--- src/rtl/gpio_input_port.sv ---
`default_nettype none
// ============================================================================
// Module      : gpio_input_port
// Description : Memory-mapped GPIO input responder. Synchronises 32 external
//               pins, optionally debounces them, latches sticky rise/fall
//               flags and raises a level interrupt from enabled flags.
//               Register window of 8 words at BASE_ADDR, RAM-shaped bus.
// Revision    : 1.0 - initial release
// ============================================================================
module gpio_input_port #(
    parameter logic [9:0] BASE_ADDR = 10'h3F8
) (
    input  logic        CLK,
    input  logic        RESET_N,
    input  logic [31:0] PIN_IN,
    input  logic [9:0]  ADDRESS,
    input  logic [31:0] DATA_IN,
    input  logic        WRITE_ENABLE,
    output logic [31:0] DATA_OUT,
    output logic        SELECTED,
    output logic        IRQ
);

    // Register offsets inside the 8-word window
    localparam logic [2:0] c_OFF_IN       = 3'd0;
    localparam logic [2:0] c_OFF_RISE     = 3'd1;
    localparam logic [2:0] c_OFF_FALL     = 3'd2;
    localparam logic [2:0] c_OFF_IRQ_EN   = 3'd3;
    localparam logic [2:0] c_OFF_DEBOUNCE = 3'd4;

    // Arm counter terminal value: three cycles after reset release
    localparam logic [1:0] c_ARM_DONE = 2'd3;

    // Registered state
    logic [31:0] r_s1;
    logic [31:0] r_s2;
    logic [31:0] r_stable;
    logic [31:0] r_cand;
    logic [31:0] r_rise;
    logic [31:0] r_fall;
    logic [31:0] r_irq_en;
    logic [15:0] r_debounce;
    logic [15:0] r_prescale;
    logic [1:0]  r_arm;
    logic        r_irq;

    // Combinational helpers
    logic        w_sel;
    logic [2:0]  w_off;
    logic        w_wr;
    logic        w_wr_rise;
    logic        w_wr_fall;
    logic        w_wr_irq_en;
    logic        w_wr_debounce;
    logic        w_armed;
    logic        w_bypass;
    logic        w_tick;
    logic [31:0] w_agree;
    logic [31:0] w_new_stable;
    logic [31:0] w_rise_set;
    logic [31:0] w_fall_set;
    logic [31:0] w_rise_clr;
    logic [31:0] w_fall_clr;

    // Address decode: upper seven address bits select the window
    assign w_sel = (ADDRESS[9:3] == BASE_ADDR[9:3]);
    assign w_off = ADDRESS[2:0];
    assign w_wr  = WRITE_ENABLE & w_sel;

    assign w_wr_rise     = w_wr && (w_off == c_OFF_RISE);
    assign w_wr_fall     = w_wr && (w_off == c_OFF_FALL);
    assign w_wr_irq_en   = w_wr && (w_off == c_OFF_IRQ_EN);
    assign w_wr_debounce = w_wr && (w_off == c_OFF_DEBOUNCE);

    assign w_armed  = (r_arm == c_ARM_DONE);
    assign w_bypass = (r_debounce == 16'd0);
    // One tick every D+1 cycles when debouncing is enabled
    assign w_tick   = !w_bypass && (r_prescale == r_debounce);

    // Bits whose synchronised level matches the previous tick's candidate
    assign w_agree = ~(r_s2 ^ r_cand);

    // Next debounced level: follow s2 when unarmed or bypassed; otherwise
    // accept only bits that agreed on two consecutive ticks
    always_comb begin
        w_new_stable = r_stable;
        if (!w_armed || w_bypass) begin
            w_new_stable = r_s2;
        end else if (w_tick) begin
            w_new_stable = (r_s2 & w_agree) | (r_stable & ~w_agree);
        end
    end

    // Edge detection is suppressed until the arm counter completes so that
    // pins held high through reset do not report a rising edge
    assign w_rise_set = w_armed ? (w_new_stable & ~r_stable) : 32'd0;
    assign w_fall_set = w_armed ? (~w_new_stable & r_stable) : 32'd0;
    assign w_rise_clr = w_wr_rise ? DATA_IN : 32'd0;
    assign w_fall_clr = w_wr_fall ? DATA_IN : 32'd0;

    // Two-flop synchroniser with no logic between the stages
    always_ff @(posedge CLK) begin
        if (!RESET_N) begin
            r_s1 <= 32'd0;
            r_s2 <= 32'd0;
        end else begin
            r_s1 <= PIN_IN;
            r_s2 <= r_s1;
        end
    end

    // Arm counter: runs for the first three cycles after reset release
    always_ff @(posedge CLK) begin
        if (!RESET_N) begin
            r_arm <= 2'd0;
        end else if (r_arm != c_ARM_DONE) begin
            r_arm <= r_arm + 2'd1;
        end
    end

    // Debounce prescaler, candidate and accepted level
    always_ff @(posedge CLK) begin
        if (!RESET_N) begin
            r_prescale <= 16'd0;
            r_cand     <= 32'd0;
            r_stable   <= 32'd0;
        end else begin
            r_stable <= w_new_stable;
            if (w_wr_debounce) begin
                // Restart the debounce phase from the currently accepted level
                r_prescale <= 16'd0;
                r_cand     <= r_stable;
            end else begin
                if (w_bypass || w_tick) begin
                    r_prescale <= 16'd0;
                end else begin
                    r_prescale <= r_prescale + 16'd1;
                end
                if (w_tick) begin
                    r_cand <= r_s2;
                end
            end
        end
    end

    // Sticky edge flags: a new edge wins over a simultaneous W1C clear
    always_ff @(posedge CLK) begin
        if (!RESET_N) begin
            r_rise <= 32'd0;
            r_fall <= 32'd0;
        end else begin
            r_rise <= (r_rise & ~w_rise_clr) | w_rise_set;
            r_fall <= (r_fall & ~w_fall_clr) | w_fall_set;
        end
    end

    // Software-writable configuration registers
    always_ff @(posedge CLK) begin
        if (!RESET_N) begin
            r_irq_en   <= 32'd0;
            r_debounce <= 16'd0;
        end else begin
            if (w_wr_irq_en) begin
                r_irq_en <= DATA_IN;
            end
            if (w_wr_debounce) begin
                r_debounce <= DATA_IN[15:0];
            end
        end
    end

    // Level interrupt, registered from the flag and mask state
    always_ff @(posedge CLK) begin
        if (!RESET_N) begin
            r_irq <= 1'b0;
        end else begin
            r_irq <= |((r_rise | r_fall) & r_irq_en);
        end
    end

    // Read mux: zero when not selected or for unused offsets
    always_comb begin
        DATA_OUT = 32'd0;
        if (w_sel) begin
            case (w_off)
                c_OFF_IN:       DATA_OUT = r_stable;
                c_OFF_RISE:     DATA_OUT = r_rise;
                c_OFF_FALL:     DATA_OUT = r_fall;
                c_OFF_IRQ_EN:   DATA_OUT = r_irq_en;
                c_OFF_DEBOUNCE: DATA_OUT = {16'd0, r_debounce};
                default:        DATA_OUT = 32'd0;
            endcase
        end
    end

    assign SELECTED = w_sel;
    assign IRQ      = r_irq;

endmodule
`default_nettype wire

--- config.mk ---
export PLATFORM = sky130hd
export DESIGN_NAME = gpio_input_port
export DESIGN_NICKNAME = d
export VERILOG_FILES = /design/src/rtl/gpio_input_port.sv
export SDC_FILE = /design/constraint.sdc
export NUM_CORES = 1
export LEC_CHECK = 0
export CORE_AREA = 4 4 151 153
export DETAILED_ROUTE_END_ITERATION = 7
export DIE_AREA = 0 0 155 157
export PLACE_DENSITY_LB_ADDON = 0.15
export SYNTH_ARGS = -nofsm -noshare
export SYNTH_HDL_FRONTEND = slang
export SYNTH_SLANG_ARGS = --single-unit
--- constraint.sdc ---
create_clock -name CLK -period 3.7 [get_ports CLK]
set_input_delay 1.11 -clock CLK [delete_from_list [all_inputs] [get_ports CLK]]
set_output_delay 1.11 -clock CLK [all_outputs]
set_load 0.01 [all_outputs]
==> summary.md, run 1 <==
| Metric | Value |
|---|---|
| Worst-path cell chain | `clkdlybuf4s50_1, nand3_2, nor2_4, nand2_4, clkbuf_16, a21oi_2, clkdlybuf4s15_1` |
| Final core occ | `0.703` |
| Later-pin clock latency in the skew report | `0.54 ns` |
| CTS Hold Bufs | `0` |
| Final Max Slew Viols | `0` |
| Diode count | `0` |
| Die footprint | `24300 um2` |
| Worst-path clk slew | `0.06 ns` |
| CORE AREA | `21600 um2` |
| Grt total ovfl | `0` |
| Required @ worst endpoint | `2.59 ns` |
| H-tree Lvls | `1` |
| Number of global-route vias before repair | `11200` |
| Final Cell Area | `15200 um2` |
| Max Cap Viol | `0` |
| WHS | `0.432 ns` |
| Reg-to-Reg Start | `r_debounce[5]` |
| Peak VDD IR | `483 uV` |
| First DRT Iteration DRCs | `1583` |
| Post-placement cell area | `13800 um2` |
| Cell count after synthesis | `1444` |
| Dpl cells | `1765` |
| CTS buffer count | `28` |
| Commonest non-fill, non-tap cells in the layout | `259 x dfxtp_1, 133 x nand2_1, 128 x o21ai_0` |
| Chip height | `157 um` |
| Pint | `5.09 mW` |
| CTS tree | `yes` |
| R2r endpoint | `r_rise[17]` |
| Combinational Power Share | `0.063` |
| Critical Path Max Stage Delay | `0.48 ns` |
| Count of state elements after synthesis | `259` |
| Crit-path slowest cell | `clkdlybuf4s50_1` |
| Largest net degree at the start of global routing | `98` |
| Final period utilization | `0.998` |
| Worst r2r path cells | `6` |
| Nets | `1616` |
| Post-Route Skew | `0.0161 ns` |
| DRC violations left | `0` |
| Buf/Inv on CP | `3` |
| Chip Width | `155 um` |
| Seq/Total Area, Yosys | `0.422` |
| TritonRoute pass-1 iters | `6` |
| Initial antenna violation count | `0` |
| WHS Path Cells | `1` |
| Worst R2R Setup Slack | `1.09 ns` |
| Fin crit period | `3.69 ns` |
| Sequential share of power | `0.443` |
| Vias per std cell | `6.53` |
| Outcome | `finished, final reports clean` |
| WP data arrival | `2.58 ns` |
| Fin cells | `1839` |
| Total GRT Usage | `0.309` |
| Hold Vio Cnt, Final | `0` |
| Worst-Margin Slew | `1.03 ns` |
| Cell family with most CP delay | `buffers and inverters` |
| Hold Path End | `r_s2[21]` |
| IO buf count | `110` |
| Clock network power share | `0.494` |
| Clk sinks | `259` |
| FMAX | `271 MHz` |
| Worst hold start | `r_s1[21]` |
| Ys flop type | `dfxtp_1` |
| Syn-to-layout area delta | `23.4%` |
| DR vias | `12000` |
| Fill count | `1655` |
| Syn_nets | `1523` |
| Initial Util | `0.570` |
| Global-route wire length before repair | `61700 um` |
| Type of the worst min-delay path | `register to register` |
| Routed Antenna Nets | `0` |
| I/O Pins | `111` |
| # setup viols final | `0` |
| Crit path launch | `ADDRESS[5]` |
| Commonest non-fill, non-tap cell in the layout | `dfxtp_1` |
| Routed wire length per instance | `21.6 um` |
| Switch Pwr | `1.47 mW` |
| Syn. warnings | `0` |
| Placer Congestion | `0.826` |
| Static Leakage | `5.33 nW` |
| Pwr dens | `433 nW/um2` |
| Asr flop ratio synth | `0` |
| Site row count | `54` |
| Syn_area_per_cell | `8.51 um2` |
| Setup tns final | `0 ns` |
| Routed WL | `39700 um` |
| Worst Path Max Fanout | `6` |
| Final HPWL DP | `23800 um` |
| Sw Ratio | `0.224` |
| Layout cells sized above 1 | `0.148` |
| Startpoint types | `input pin` |
| Netlist cell types | `42` |
| CP endpoint kind | `output pin` |
| CTS root buf | `clkbuf_16` |
| Syn Std Cell Area | `12300 um2` |
| Clk buf depth | `3` |
| Crit Path Category | `input pin to output pin` |
| Slew margin rel. | `0.310` |
| Number of synthesized flops with an enable pin | `0` |
## sequential cells by signal, summed over array words and instances (netlist names)
name / flops
IRQ: 1
r_arm: 2
r_cand: 32
r_debounce: 16
r_fall: 32
r_irq_en: 32
r_prescale: 16
r_rise: 32
r_s1: 32
r_s2: 32
r_stable: 32
## worst max path at each step
stage | end | slack (ns) | cells past startpoint
6_report | DATA_OUT[9] | 0.006 | 7
3_3_place_gp | DATA_OUT[20] | -0.56 | 9
5_1_grt | DATA_OUT[2] | -0.03 | 8
4_1_cts | DATA_OUT[20] | -0.008 | 8
2_1_floorplan | DATA_OUT[1] | 0.31 | 5
3_5_place_dp | DATA_OUT[12] | -0.58 | 7
## power groups by stage
stage | Sequential, mW | Clock, mW | Combinational [mW]
2_1_floorplan | 2.94 | 0 | 0.189
3_3_place_gp | 2.96 | 0 | 0.369
3_5_place_dp | 2.96 | 0 | 0.375
4_1_cts | 2.90 | 3.26 | 0.402
5_1_grt | 2.91 | 3.37 | 0.437
6_report | 2.90 | 3.24 | 0.412
## cells in the mapped netlist (2+ instances only)
cell type | number | area [um2]
a32o_1 | 32 | 320
ha_1 | 2 | 25.0
o41ai_1 | 12 | 105
nor4_4 | 2 | 42.5
nor3b_2 | 2 | 25.0
and2_1 | 65 | 407
o21ai_0 | 129 | 646
nand2_1 | 135 | 507
nand3_1 | 38 | 190
a21oi_1 | 128 | 641
inv_1 | 38 | 143
a22oi_1 | 63 | 473
buf_6 | 5 | 56.3
buf_2 | 37 | 185
and4_1 | 4 | 35.0
o41ai_2 | 20 | 325
nor3b_1 | 32 | 240
clkbuf_1 | 67 | 251
nor3_1 | 2 | 10.0
and3_1 | 2 | 12.5
a31oi_1 | 64 | 400
o22ai_1 | 32 | 200
nand4_1 | 14 | 87.6
mux2_2 | 15 | 169
xor2_1 | 22 | 193
buf_4 | 5 | 37.5
buf_1 | 6 | 22.5
o21a_1 | 32 | 240
nor2_1 | 102 | 383
xnor2_1 | 9 | 78.8
nor4_1 | 10 | 62.6
mux2i_1 | 49 | 490
nor2b_1 | 2 | 12.5
dfxtp_1 | 259 | 5180
## routing by layer
layer / global-route usage / up-vias / share of wire
met2: 0.495 / 769 / 0.46
met1: 0.429 / 5675 / 0.41
met4: 0.0946 / 0 / 0.029
met3: 0.0555 / 113 / 0.10
met5: 0 / - / 0
li1: - / 5453 / -
## per-stage QoR
step | power, mW | worst slack [ns]
floorplan | 3.13 | 0.306
global placement | 3.33 | -0.560
detailed placement | 3.34 | -0.575
CTS | 6.56 | -0.00782
global route | 6.71 | -0.0300
finish | 6.56 | 0.00564
## cell type report
| class | count | area, um2 | share of cell area |
|---|---|---|---|
| Multi-Input combinational cell | 1026 | 6550 | 0.432 |
| Sequential cell | 259 | 5180 | 0.342 |
| Timing Repair Buffer | 184 | 1840 | 0.121 |
| Clock buffer | 32 | 767 | 0.0506 |
| Tap cell | 280 | 350 | 0.0231 |
| Clock inverter | 20 | 319 | 0.0210 |
| Inverter | 38 | 143 | 0.00941 |
## cells by family after synthesis
logic type,Yosys count,share of synthesized area
multiplexers,65,0.0555
AND/OR/NAND/NOR,415,0.167
adder cells (fa/ha/maj),2,0.00204
flip-flops,259,0.422
AO/OA/AOI/OAI,513,0.274
buffers and inverters,159,0.0570
XOR/XNOR,31,0.0221
## repair_timing
action	in CTS	in global routing
gates resized for setup	145	26
pin swaps	18	12
cloned	2	1
endpoints found under the setup margin	33	30
buffers inserted	19	3
No activity file was read; power rests on OpenSTA's default activity.
==> inputs of run 2 (changes only) <==
--- a/config.mk
+++ b/config.mk
@@ -6,6 +6,7 @@
 export NUM_CORES = 1
 export LEC_CHECK = 0
 export CORE_AREA = 4 4 151 153
+export CTS_BUF_LIST = sky130_fd_sc_hd__clkbuf_16
 export DETAILED_ROUTE_END_ITERATION = 7
 export DIE_AREA = 0 0 155 157
 export PLACE_DENSITY_LB_ADDON = 0.15
==> run 2 against run 1 <==
Compared with the run above:
- core utilization decreased by 0.30 points
- hold slack hardly changed
- die area is the same
- critical path type unchanged
- largest cell class unchanged
- highest routed layer unchanged
==> summary.md, run 2 (same netlist as run 1, synthesis figures left out) <==
| Metric | Value |
|---|---|
| Required @ worst endpoint | `2.59 ns (about the same)` |
| IO buf count | `110 (unchanged)` |
| CTS buffer count | `28 (unchanged)` |
| Commonest non-fill, non-tap cells in the layout | `259 x dfxtp_1, 133 x nand2_1, 128 x o21ai_0 (unchanged)` |
| FMAX | `272 MHz (was 271 MHz)` |
| Placer Congestion | `0.826 (unchanged)` |
| Static Leakage | `5.28 nW (was 5.33 nW)` |
| Chip Width | `155 um (unchanged)` |
| Slew margin rel. | `0.322 (was 0.310)` |
| Fin crit period | `3.68 ns (was 3.69 ns)` |
| Global-route wire length before repair | `61600 um (was 61700 um)` |
| Switch Pwr | `1.47 mW (about the same)` |
| Worst-path clk slew | `0.06 ns (about the same)` |
| Crit Path Category | `input pin to output pin (unchanged)` |
| Grt total ovfl | `0 (unchanged)` |
| CTS Hold Bufs | `0 (unchanged)` |
| Die footprint | `24300 um2 (unchanged)` |
| Sequential share of power | `0.447 (was 0.443)` |
| Dpl cells | `1765 (unchanged)` |
| Fin cells | `1836 (was 1839)` |
| Critical path depth | `7 (unchanged)` |
| Chip height | `157 um (unchanged)` |
| Pwr dens | `430 nW/um2 (was 433 nW/um2)` |
| Initial Util | `0.570 (unchanged)` |
| Worst-Margin Slew | `1.02 ns (was 1.03 ns)` |
| WHS Path Cells | `1 (unchanged)` |
| CTS root buf | `clkbuf_16 (unchanged)` |
| I/O Pins | `111 (unchanged)` |
| Final core occ | `0.700 (was 0.703)` |
| Initial antenna violation count | `1 (was 0)` |
| Max Cap Viol | `0 (unchanged)` |
| WP data arrival | `2.57 ns (was 2.58 ns)` |
| # setup viols final | `0 (unchanged)` |
| Later-pin clock latency in the skew report | `0.54 ns (about the same)` |
| Worst Path Max Fanout | `7 (was 6)` |
| Post-Route Skew | `0.00991 ns (was 0.0161 ns)` |
| CP endpoint kind | `output pin (unchanged)` |
| Number of global-route vias before repair | `11200 (about the same)` |
| Final period utilization | `0.995 (was 0.998)` |
| Clk sinks | `259 (unchanged)` |
| Crit-path slowest cell | `clkdlybuf4s50_1 (unchanged)` |
| Pint | `5.03 mW (was 5.09 mW)` |
| Site row count | `54 (unchanged)` |
| Clk buf depth | `3 (unchanged)` |
| Nets | `1612 (was 1616)` |
| Combinational Power Share | `0.063 (about the same)` |
| Startpoint types | `input pin (unchanged)` |
| Routed WL | `39500 um (was 39700 um)` |
| Dpl ws | `-0.575 ns (unchanged)` |
| TritonRoute pass-1 iters | `6 (unchanged)` |
| Cell family with most CP delay | `buffers and inverters (unchanged)` |
| DRC violations left | `0 (unchanged)` |
| Largest net degree at the start of global routing | `98 (unchanged)` |
| Total GRT Usage | `0.309 (about the same)` |
| Routed wire length per instance | `21.5 um (was 21.6 um)` |
| CORE AREA | `21600 um2 (unchanged)` |
| First DRT Iteration DRCs | `1524 (was 1583)` |
| Layout cells sized above 1 | `0.144 (was 0.148)` |
| Type of the worst min-delay path | `register to register (unchanged)` |
| Worst r2r path cells | `6 (unchanged)` |
| CTS tree | `yes (unchanged)` |
| Hold Vio Cnt, Final | `0 (unchanged)` |
| DR vias | `12000 (about the same)` |
| Final HPWL DP | `23800 um (unchanged)` |
| Syn-to-layout area delta | `22.9% (was 23.4%)` |
| Sw Ratio | `0.226 (was 0.224)` |
| Commonest non-fill, non-tap cell in the layout | `dfxtp_1 (unchanged)` |
| Post-placement cell area | `13800 um2 (unchanged)` |
| Peak VDD IR | `476 uV (was 483 uV)` |
| Buf/Inv on CP | `3 (unchanged)` |
| Routed Antenna Nets | `0 (unchanged)` |
| Final worst setup slack | `0.0193 ns (was 0.00564 ns)` |
| Clock network power share | `0.490 (was 0.494)` |
| Outcome | `finished, final reports clean (unchanged)` |
| Vias per std cell | `6.56 (was 6.53)` |
| H-tree Lvls | `1 (unchanged)` |
| Critical Path Max Stage Delay | `0.48 ns (about the same)` |
| Final Cell Area | `15100 um2 (was 15200 um2)` |
| Worst-path cell chain | `clkdlybuf4s50_1, nand3_2, nor2_4, nand2_4, clkbuf_16, a21oi_1, clkdlybuf4s15_2 (was clkdlybuf4s50_1, nand3_2, nor2_4, nand2_4, clkbuf_16, a21oi_2, clkdlybuf4s15_1)` |
| Final Max Slew Viols | `0 (unchanged)` |
[run 2: changes by cell type in the layout (fill, tap and decap cells not counted), sizes merged]
cell,delta
clkdlybuf4s15,+2
diode,+1
buf,-9
clkinv,+3
[run 2: final timing paths]
check	slack, ns	end	start
setup / recovery	0.02	DATA_OUT[3]	ADDRESS[4]
hold / removal	0.43	r_s2[21]	r_s1[21]
setup reg to reg	1.07	r_rise[1]	r_debounce[5]
hold reg to reg	0.43	r_s2[21]	r_s1[21]
[run 2: power groups by stage]
stage	sequential, mW	combinational, mW	clock [mW]
detailed placement	2.96	0.375	0
global placement	2.96	0.369	0
CTS	2.90	0.397	3.19
global route	2.91	0.432	3.31
finish	2.90	0.408	3.18
floorplan	2.94	0.189	0
[run 2: per-stage QoR]
| step | power [mW] | TNS, ns | hold WS (ns) |
|---|---|---|---|
| after CTS | 6.49 | -0.00591 | 0.435 |
| final | 6.49 | 0 | 0.432 |
| after global placement | 3.33 | -15.66 | 0.413 |
| after global routing | 6.65 | -0.0953 | 0.448 |
| after detailed placement | 3.34 | -16.28 | 0.419 |
| after floorplan | 3.13 | 0 | 0.412 |
[run 2: metal layers]
layer	up-vias	share of wire	GRT usage
li1	5443	-	-
met1	5708	0.41	0.430
met2	773	0.46	0.488
met3	117	0.10	0.0575
met4	0	0.031	0.102
met5	-	0	0
[run 2: area by class of cell]
type | count | area, um2
multi-input combinational | 1026 | 6550
tap | 280 | 350
sequential | 259 | 5180
fill | 1664 | 6460
antenna | 1 | 2.50
clock buffer | 29 | 726
timing repair buffer | 180 | 1810
inverter | 38 | 143
clock inverter | 23 | 330
[run 2: worst reg2reg max path: cells and delay by family (launching register included)]
family                    cells  cell delay [ns]
AOI/OAI and AO/OA             2             0.45
xor gates and xnor gates      1             0.12
buffers and inverters         1             0.30
DFF                           1             0.47
and+or+nand+nor               2             1.16
[run 2: repair_timing]
action                     4_1_cts  5_1_grt
cloned                           1        1
resized for setup              139       30
setup buffers                   15        2
pin swaps                       13        9
setup endpoints to repair       33       30
